`config.mk`:
```
export PLATFORM = sky130hd
export DESIGN_NAME = regfile_write_arbiter
export DESIGN_NICKNAME = d
export VERILOG_FILES = /design/src/rtl/regfile_write_arbiter.sv
export SDC_FILE = /design/constraint.sdc
export NUM_CORES = 1
export LEC_CHECK = 0
export ABC_CLOCK_PERIOD_IN_PS = 11900
export BUFFER_PORTS_ARGS = -buffer_cell sky130_fd_sc_hd__buf_4
export CAP_MARGIN = 20
export CORE_UTILIZATION = 58
export DETAILED_ROUTE_END_ITERATION = 10
export PLACE_DENSITY = 0.84
export RECOVER_POWER = 50
export SYNTH_ARGS = -nofsm -noshare
export SYNTH_HDL_FRONTEND = slang
export SYNTH_SLANG_ARGS = --single-unit
```
`constraint.sdc`:
```
create_clock -name clock -period 11.9 [get_ports clock]
set_input_delay 1.785 -clock clock [delete_from_list [all_inputs] [get_ports clock]]
set_output_delay 1.785 -clock clock [all_outputs]
set_load 0.005 [all_outputs]
```
`src/rtl/regfile_write_arbiter.sv`:
```
// Register-bank write-port arbiter for two writeback requesters (ALU, load).
// Each requester has a one-entry buffer; an age/round-robin rule picks one per cycle.
module regfile_write_arbiter #(
  parameter int DATA_WIDTH = 32,
  parameter int ADDR_WIDTH = 5
) (
  input  logic                       clock,
  input  logic                       reset,
  input  logic                       a_valid,
  output logic                       a_ready,
  input  logic [ADDR_WIDTH-1:0]      a_reg,
  input  logic [DATA_WIDTH-1:0]      a_data,
  input  logic                       b_valid,
  output logic                       b_ready,
  input  logic [ADDR_WIDTH-1:0]      b_reg,
  input  logic [DATA_WIDTH-1:0]      b_data,
  output logic                       reg_write,
  output logic [ADDR_WIDTH-1:0]      write_register,
  output logic [DATA_WIDTH-1:0]      write_data,
  output logic [2**ADDR_WIDTH-1:0]   pending,
  output logic [7:0]                 drop_count
);

  logic                  a_full, b_full;
  logic                  a_old, b_old;
  logic [ADDR_WIDTH-1:0] a_reg_q, b_reg_q;
  logic [DATA_WIDTH-1:0] a_data_q, b_data_q;
  logic                  prefer_b;

  logic grant_a, grant_b, tie;
  logic a_fire, b_fire, a_load, b_load, a_drop, b_drop;
  logic [8:0] drop_sum;

  // Oldest full buffer wins; same-edge loads fall back to the round-robin pointer.
  always_comb begin
    grant_a = 1'b0;
    grant_b = 1'b0;
    tie     = a_full && b_full && !a_old && !b_old;
    if (a_full && b_full) begin
      if (a_old)         grant_a = 1'b1;
      else if (b_old)    grant_b = 1'b1;
      else if (prefer_b) grant_b = 1'b1;
      else               grant_a = 1'b1;
    end else begin
      grant_a = a_full;
      grant_b = b_full;
    end
  end

  // Handshake: a transfer happens on a rising edge where x_valid && x_ready;
  // x_ready is high when the buffer is empty or is being drained this cycle,
  // never while reset is asserted, and does not depend on x_valid.
  assign a_ready = !reset && (!a_full || grant_a);
  assign b_ready = !reset && (!b_full || grant_b);

  assign a_fire = a_valid && a_ready;
  assign b_fire = b_valid && b_ready;
  assign a_load = a_fire && (a_reg != '0);
  assign b_load = b_fire && (b_reg != '0);
  assign a_drop = a_fire && (a_reg == '0);
  assign b_drop = b_fire && (b_reg == '0);

  assign drop_sum = {1'b0, drop_count} + 9'(a_drop) + 9'(b_drop);

  // A buffer becomes "old" when the other side loads while it keeps waiting.
  always_ff @(posedge clock or posedge reset) begin
    if (reset) begin
      a_full   <= 1'b0;
      a_old    <= 1'b0;
      a_reg_q  <= '0;
      a_data_q <= '0;
    end else if (a_load) begin
      a_full   <= 1'b1;
      a_old    <= 1'b0;
      a_reg_q  <= a_reg;
      a_data_q <= a_data;
    end else if (grant_a) begin
      a_full   <= 1'b0;
      a_old    <= 1'b0;
    end else if (a_full && b_load) begin
      a_old    <= 1'b1;
    end
  end

  always_ff @(posedge clock or posedge reset) begin
    if (reset) begin
      b_full   <= 1'b0;
      b_old    <= 1'b0;
      b_reg_q  <= '0;
      b_data_q <= '0;
    end else if (b_load) begin
      b_full   <= 1'b1;
      b_old    <= 1'b0;
      b_reg_q  <= b_reg;
      b_data_q <= b_data;
    end else if (grant_b) begin
      b_full   <= 1'b0;
      b_old    <= 1'b0;
    end else if (b_full && a_load) begin
      b_old    <= 1'b1;
    end
  end

  // The pointer only moves on tie-resolved grants, so solo grants leave it alone.
  always_ff @(posedge clock or posedge reset) begin
    if (reset) begin
      prefer_b <= 1'b0;
    end else if (tie) begin
      prefer_b <= grant_a;
    end
  end

  always_ff @(posedge clock or posedge reset) begin
    if (reset) begin
      reg_write      <= 1'b0;
      write_register <= '0;
      write_data     <= '0;
    end else begin
      reg_write <= grant_a || grant_b;
      if (grant_a) begin
        write_register <= a_reg_q;
        write_data     <= a_data_q;
      end else if (grant_b) begin
        write_register <= b_reg_q;
        write_data     <= b_data_q;
      end
    end
  end

  always_ff @(posedge clock or posedge reset) begin
    if (reset) begin
      drop_count <= 8'd0;
    end else begin
      drop_count <= drop_sum[8] ? 8'hFF : drop_sum[7:0];
    end
  end

  always_comb begin
    pending = '0;
    if (a_full)    pending[a_reg_q]        = 1'b1;
    if (b_full)    pending[b_reg_q]        = 1'b1;
    if (reg_write) pending[write_register] = 1'b1;
    pending[0] = 1'b0;
  end

endmodule

```
# After elaboration in Yosys (flattened, before gate mapping)
# Index checks and enable logic that the tools add are counted.
dict set report word_totals {
  register_bits 125
  latch_bits 0
  ram_bits 0
  rom_bits 0
  in_bits 78
  elab_cells 88
  n_memories 0
}
dict set report op_classes {
  add_sub_neg 2
  mul 0
  n_div 0
  magnitude_cmp 6
  eq_ne 0
  n_shift 0
  mux 32
  n_bitwise 2
  reduce_logical 33
}
# operator count
set ops {}
lappend ops {{$mux 32} 5}
lappend ops {{$or 32x32->32} 2}
lappend ops {{$mux 1} 21}
lappend ops {{$lt 5x6->1 const B} 3}
lappend ops {{$logic_and 1x1->1} 16}
lappend ops {{$demux 1 s5} 3}
lappend ops {{$ge 5x1->1 const B} 3}
lappend ops {{$logic_not 5->1} 2}
lappend ops {{$mux 5} 2}
lappend ops {{$reduce_bool 5->1} 2}
lappend ops {{$add 8x1->9} 1}
lappend ops {{$add 9x1->9} 1}
lappend ops {{$mux 8} 1}
lappend ops {{$reduce_bool 2->1} 3}
lappend ops {{$reduce_bool 3->1} 2}
lappend ops {{$logic_not 1->1} 5}
lappend ops {{$logic_or 1x1->1} 3}

# Logic depth before layout (Yosys ltp)
dict set report depth {
  word_depth 12
  mapped_depth 11
  depth_no_buf 10
}

# Worst setup path after synthesis
# Ideal clock, no wire load.
dict set report synth_path {
  kind {input -> register}
  startpoint {input port reset}
  endpoint {register drop_count[7]}
  t_arrival_ns 6.133
  slack_ns 5.642
  cell_stages 8
  path_buffers 0
  cell_sequence {inv_1 > o211a_4 > nand3_1 > fa_1 > nand3b_1 > nor2_1 > nand3_1 > mux2_2}
}
dict set report synth_between {
  elab_chain_len 7
  word_cells_on_any_way 10
}
# item line_no
set synth_rtl {}
lappend synth_rtl {{from (decl)} 8} ;# input logic reset,
lappend synth_rtl {{$logic_not 1->1 (no source line) *} --}
lappend synth_rtl {{$logic_and 1x1->1} 53} ;# assign a_ready = !reset && (!a_full || grant_a);
lappend synth_rtl {{$logic_and 1x1->1} 56} ;# assign a_fire = a_valid && a_ready;
lappend synth_rtl {{$logic_and 1x1->1} 60} ;# assign a_drop = a_fire && (a_reg == '0);
lappend synth_rtl {{$add 8x1->9} 63} ;# assign drop_sum = {1'b0, drop_count} + 9'(a_drop) + 9'(b_drop);
lappend synth_rtl {{$add 9x1->9 *} 63}
lappend synth_rtl {{$mux 8 *} 134} ;# drop_count <= drop_sum[8] ? 8'hFF : drop_sum[7:0];
lappend synth_rtl {{to (signal assigned)} 134}
lappend synth_rtl {{to (decl)} 21} ;# output logic [7:0] drop_count
# Every way passes the cells marked *; elsewhere a longest branch is shown, timed or not.
# A chain may end at the register's enable or synchronous reset.

==> results.cfg <==
[outcome]
outcome = finished with violations
violations = max-capacitance violations, max-slew violations

[pwr]
leakagePower_nw = 3.90
power_density_nw_per_um2 = 198
vdd_drop_max_v = 0.000120

[routing]
ant_nets = 0
routed_via_density = 5.92
totalWireLength_um = 16100
vias = 4950
drt_iter0_markers = 348
first_pass_iters = 5
drc = 0
wl_per_cell_um = 19.3

[min_path]
hold_start = b_data_q[29]$_DFFE_PP0P_
hp-class = register to register
min_to = b_data_q[29]$_DFFE_PP0P_
hold_depth = 1

[clock_network]
clockBufferDepth = 2
clock_latency_ns = 0.52
cts_made_buffers = 17
cts_tree = done
htreeDepth = 4
root_buffer = clkbuf_8
cts_resized = 0
clk_pin_slew_worst_paths_ns = 0.06
hold_buffers = 0
cts_sinks = 125
cts_setup_buffers = 0

[setup_path]
crit_top_cell = clkbuf_1
cp_max_fo = 67
path_cells = clkbuf_1 -> clkinvlp_2 -> clkbuf_1
slowest_stage = clkbuf_1
reg2reg_depth = 4
r2r-start = a_full$_DFFE_PP0N_
cp.arrival_ns = 5.89
critPathKind = input pin to asynchronous set/reset pin
worstPathRequired_ns = 11.47
critPathLaunchType = input pin
slowest_delay_ns = 2.53
worstSetupEndpointType = asynchronous set/reset pin
r2r_setup_slack_ns = 7.77
rr_endpoint = write_data[7]$_DFFE_PP0P_

[floorplanning]
rows = 37
die_h_um = 106
pin_count = 158
core_area_sq_um = 10500
fp.dieW_um = 106
dieArea_sq_um = 11300
start_util_pct = 60.5

[flow_run]
drv_cap = 3

[global_routing]
grt_overflow = 0
antenna_found_initial = 0
track_usage_pct = 30.0
grt_pass1_wl_um = 26000
grt_pass1_vias = 4962
grt_max_degree = 68

[place]
portBuffers = 156
gp_congestion = 0.891
dpl_cell_area_sq_um = 7490
hpwlAfterDp_um = 10600

[logic_synthesis]
synth.yosys.seq_area_share_pct = 49.4
synth_cell_type_count = 43
synth.avg_cell_area_sq_um = 11.6
synth_flop_cell = dfrtp_1
async_flop_share_pct = 100
syn_nets = 624
ys_seq_elements = 125
yosys_warnings = 0
synth.cell_area_sq_um = 6330
postSynthCellCount = 544
synth_edf_count = 0

[sta]
post-route-period-util_pct = 53.1
tightest_slew_ns = 3.45
period_minus_slack_ns = 6.32
setup_violations = 0
slew_viol_final = 165
max_clock_freq_mhz = 158
slew_headroom_pct = -130
rsz0062_at_grt = no
fin_skew_ns = 0.00844
tns_ns = 0
finalHoldViolCount = 0

[finish]
n_antenna_cell = 0
area_growth_pct = 27.4
nNetsFinal = 768
layout-drive-gt1-share_pct = 41.1
final_area_sq_um = 8070
through the flow:
stage	setup WS (ns)	hold WS (ns)	power (mW)	util [%]	cells
after floorplan	5.64	0.481	0.882	-	544
after global placement	7.62	0.492	1.06	71.4	802
after detailed placement	7.52	0.496	1.08	71.6	803
after CTS	7.13	0.512	1.61	77.3	834
after global routing	4.39	0.530	1.67	77.1	836
final	5.58	0.511	1.60	77.1	836
flip-flops by register name (all words and copies together) (netlist names):
register	cells
a_data_q	32
write_data	32
prefer_b	1
drop_count	8
a_old	1
b_data_q	32
a_full	1
write_register	5
b_full	1
b_reg_q	5
a_reg_q	5
b_old	1
reg_write	1
report_power, final:
group          internal [mW]  switching (mW)  leakage [nW]  total, mW
Sequential             0.534           0.102          1.47      0.636
Combinational          0.249           0.190          2.14      0.439
Clock                  0.334           0.188         0.290      0.523
cell usage after synthesis, types with 4 or more instances:
library cell	number	area (sq um)
dfrtp_1	125	3130
nand3_1	6	30.0
nor2_1	36	135
nand2_1	102	383
o22ai_1	11	68.8
nor3_1	9	45.0
mux2i_1	26	260
inv_1	8	30.0
mux2_4	59	886
a22oi_1	28	210
clkbuf_1	23	86.3
o221a_2	26	293
o21ai_0	4	20.0
mux2_2	12	135
and3_1	7	43.8
buf_6	5	56.3
and3b_1	6	52.6
a22o_1	4	35.0
nor3b_1	11	82.6
how the worst max path moves through the flow:
stage | from | to | cells past startpoint
after CTS | b_full$_DFFE_PP0N_ | pending[20] | 5
after detailed placement | reset | drop_count[5]$_DFF_PP0_ | 11
final | reset | a_full$_DFFE_PP0N_ | 3
after global routing | reset | a_full$_DFFE_PP0N_ | 3
after floorplan | reset | drop_count[7]$_DFF_PP0_ | 8
after global placement | reset | a_data_q[21]$_DFFE_PP0P_ | 5
per-layer routing:
| layer | up-vias | GRT usage [%] | wire length (um) |
|---|---|---|---|
| met5 | - | 0 | 0 |
| met4 | 0 | 7.14 | 196 |
| met3 | 18 | 9.32 | 1270 |
| met2 | 250 | 49.1 | 7990 |
| met1 | 2442 | 39.2 | 6650 |
| li1 | 2240 | - | - |
cell usage in the layout, fill, tap and decap left out, types with 2 or more instances in the layout:
cell type,instances
dfrtp_1,124
buf_4,112
nand2_1,102
mux2_4,59
clkbuf_4,38
nor2_1,36
a22oi_1,28
mux2i_1,26
o221a_2,26
clkbuf_16,16
mux2_2,12
o22ai_1,11
nor3b_1,11
clkbuf_1,11
nor3_1,9
inv_1,7
and3_1,7
and3b_1,6
nand3_1,6
a22o_1,4
o21ai_0,4
clkbuf_8,4
a222oi_1,3
xor2_1,3
a31oi_1,3
clkinv_2,3
bufinv_16,3
o211a_1,2
clkinvlp_4,2
cell families after synthesis:
logic type / count (synthesis) / share of synthesized area [%]
and+or+nand+nor: 183 / 12.9
muxes: 97 / 20.2
other: 1 / 0.0592
AOI/OAI and AO/OA: 87 / 12.0
buffers and inverters: 45 / 4.25
adders and majority gates: 2 / 0.514
xor gates and xnor gates: 4 / 0.553
DFF: 125 / 49.4
layout make-up:
cell class | count | area (sq um)
inverter | 8 | 31.3
fill | 679 | 2400
tap | 136 | 170
clock buffer | 21 | 459
multi-input combinational | 374 | 2930
timing repair buffer | 162 | 1210
sequential | 125 | 3130
clock inverter | 10 | 138
worst max-delay path, delay by kind of cell:
kind,cells,cell delay [ns]
buf+inv,3,4.06
Note: power is estimated with default switching activity, not from simulation.
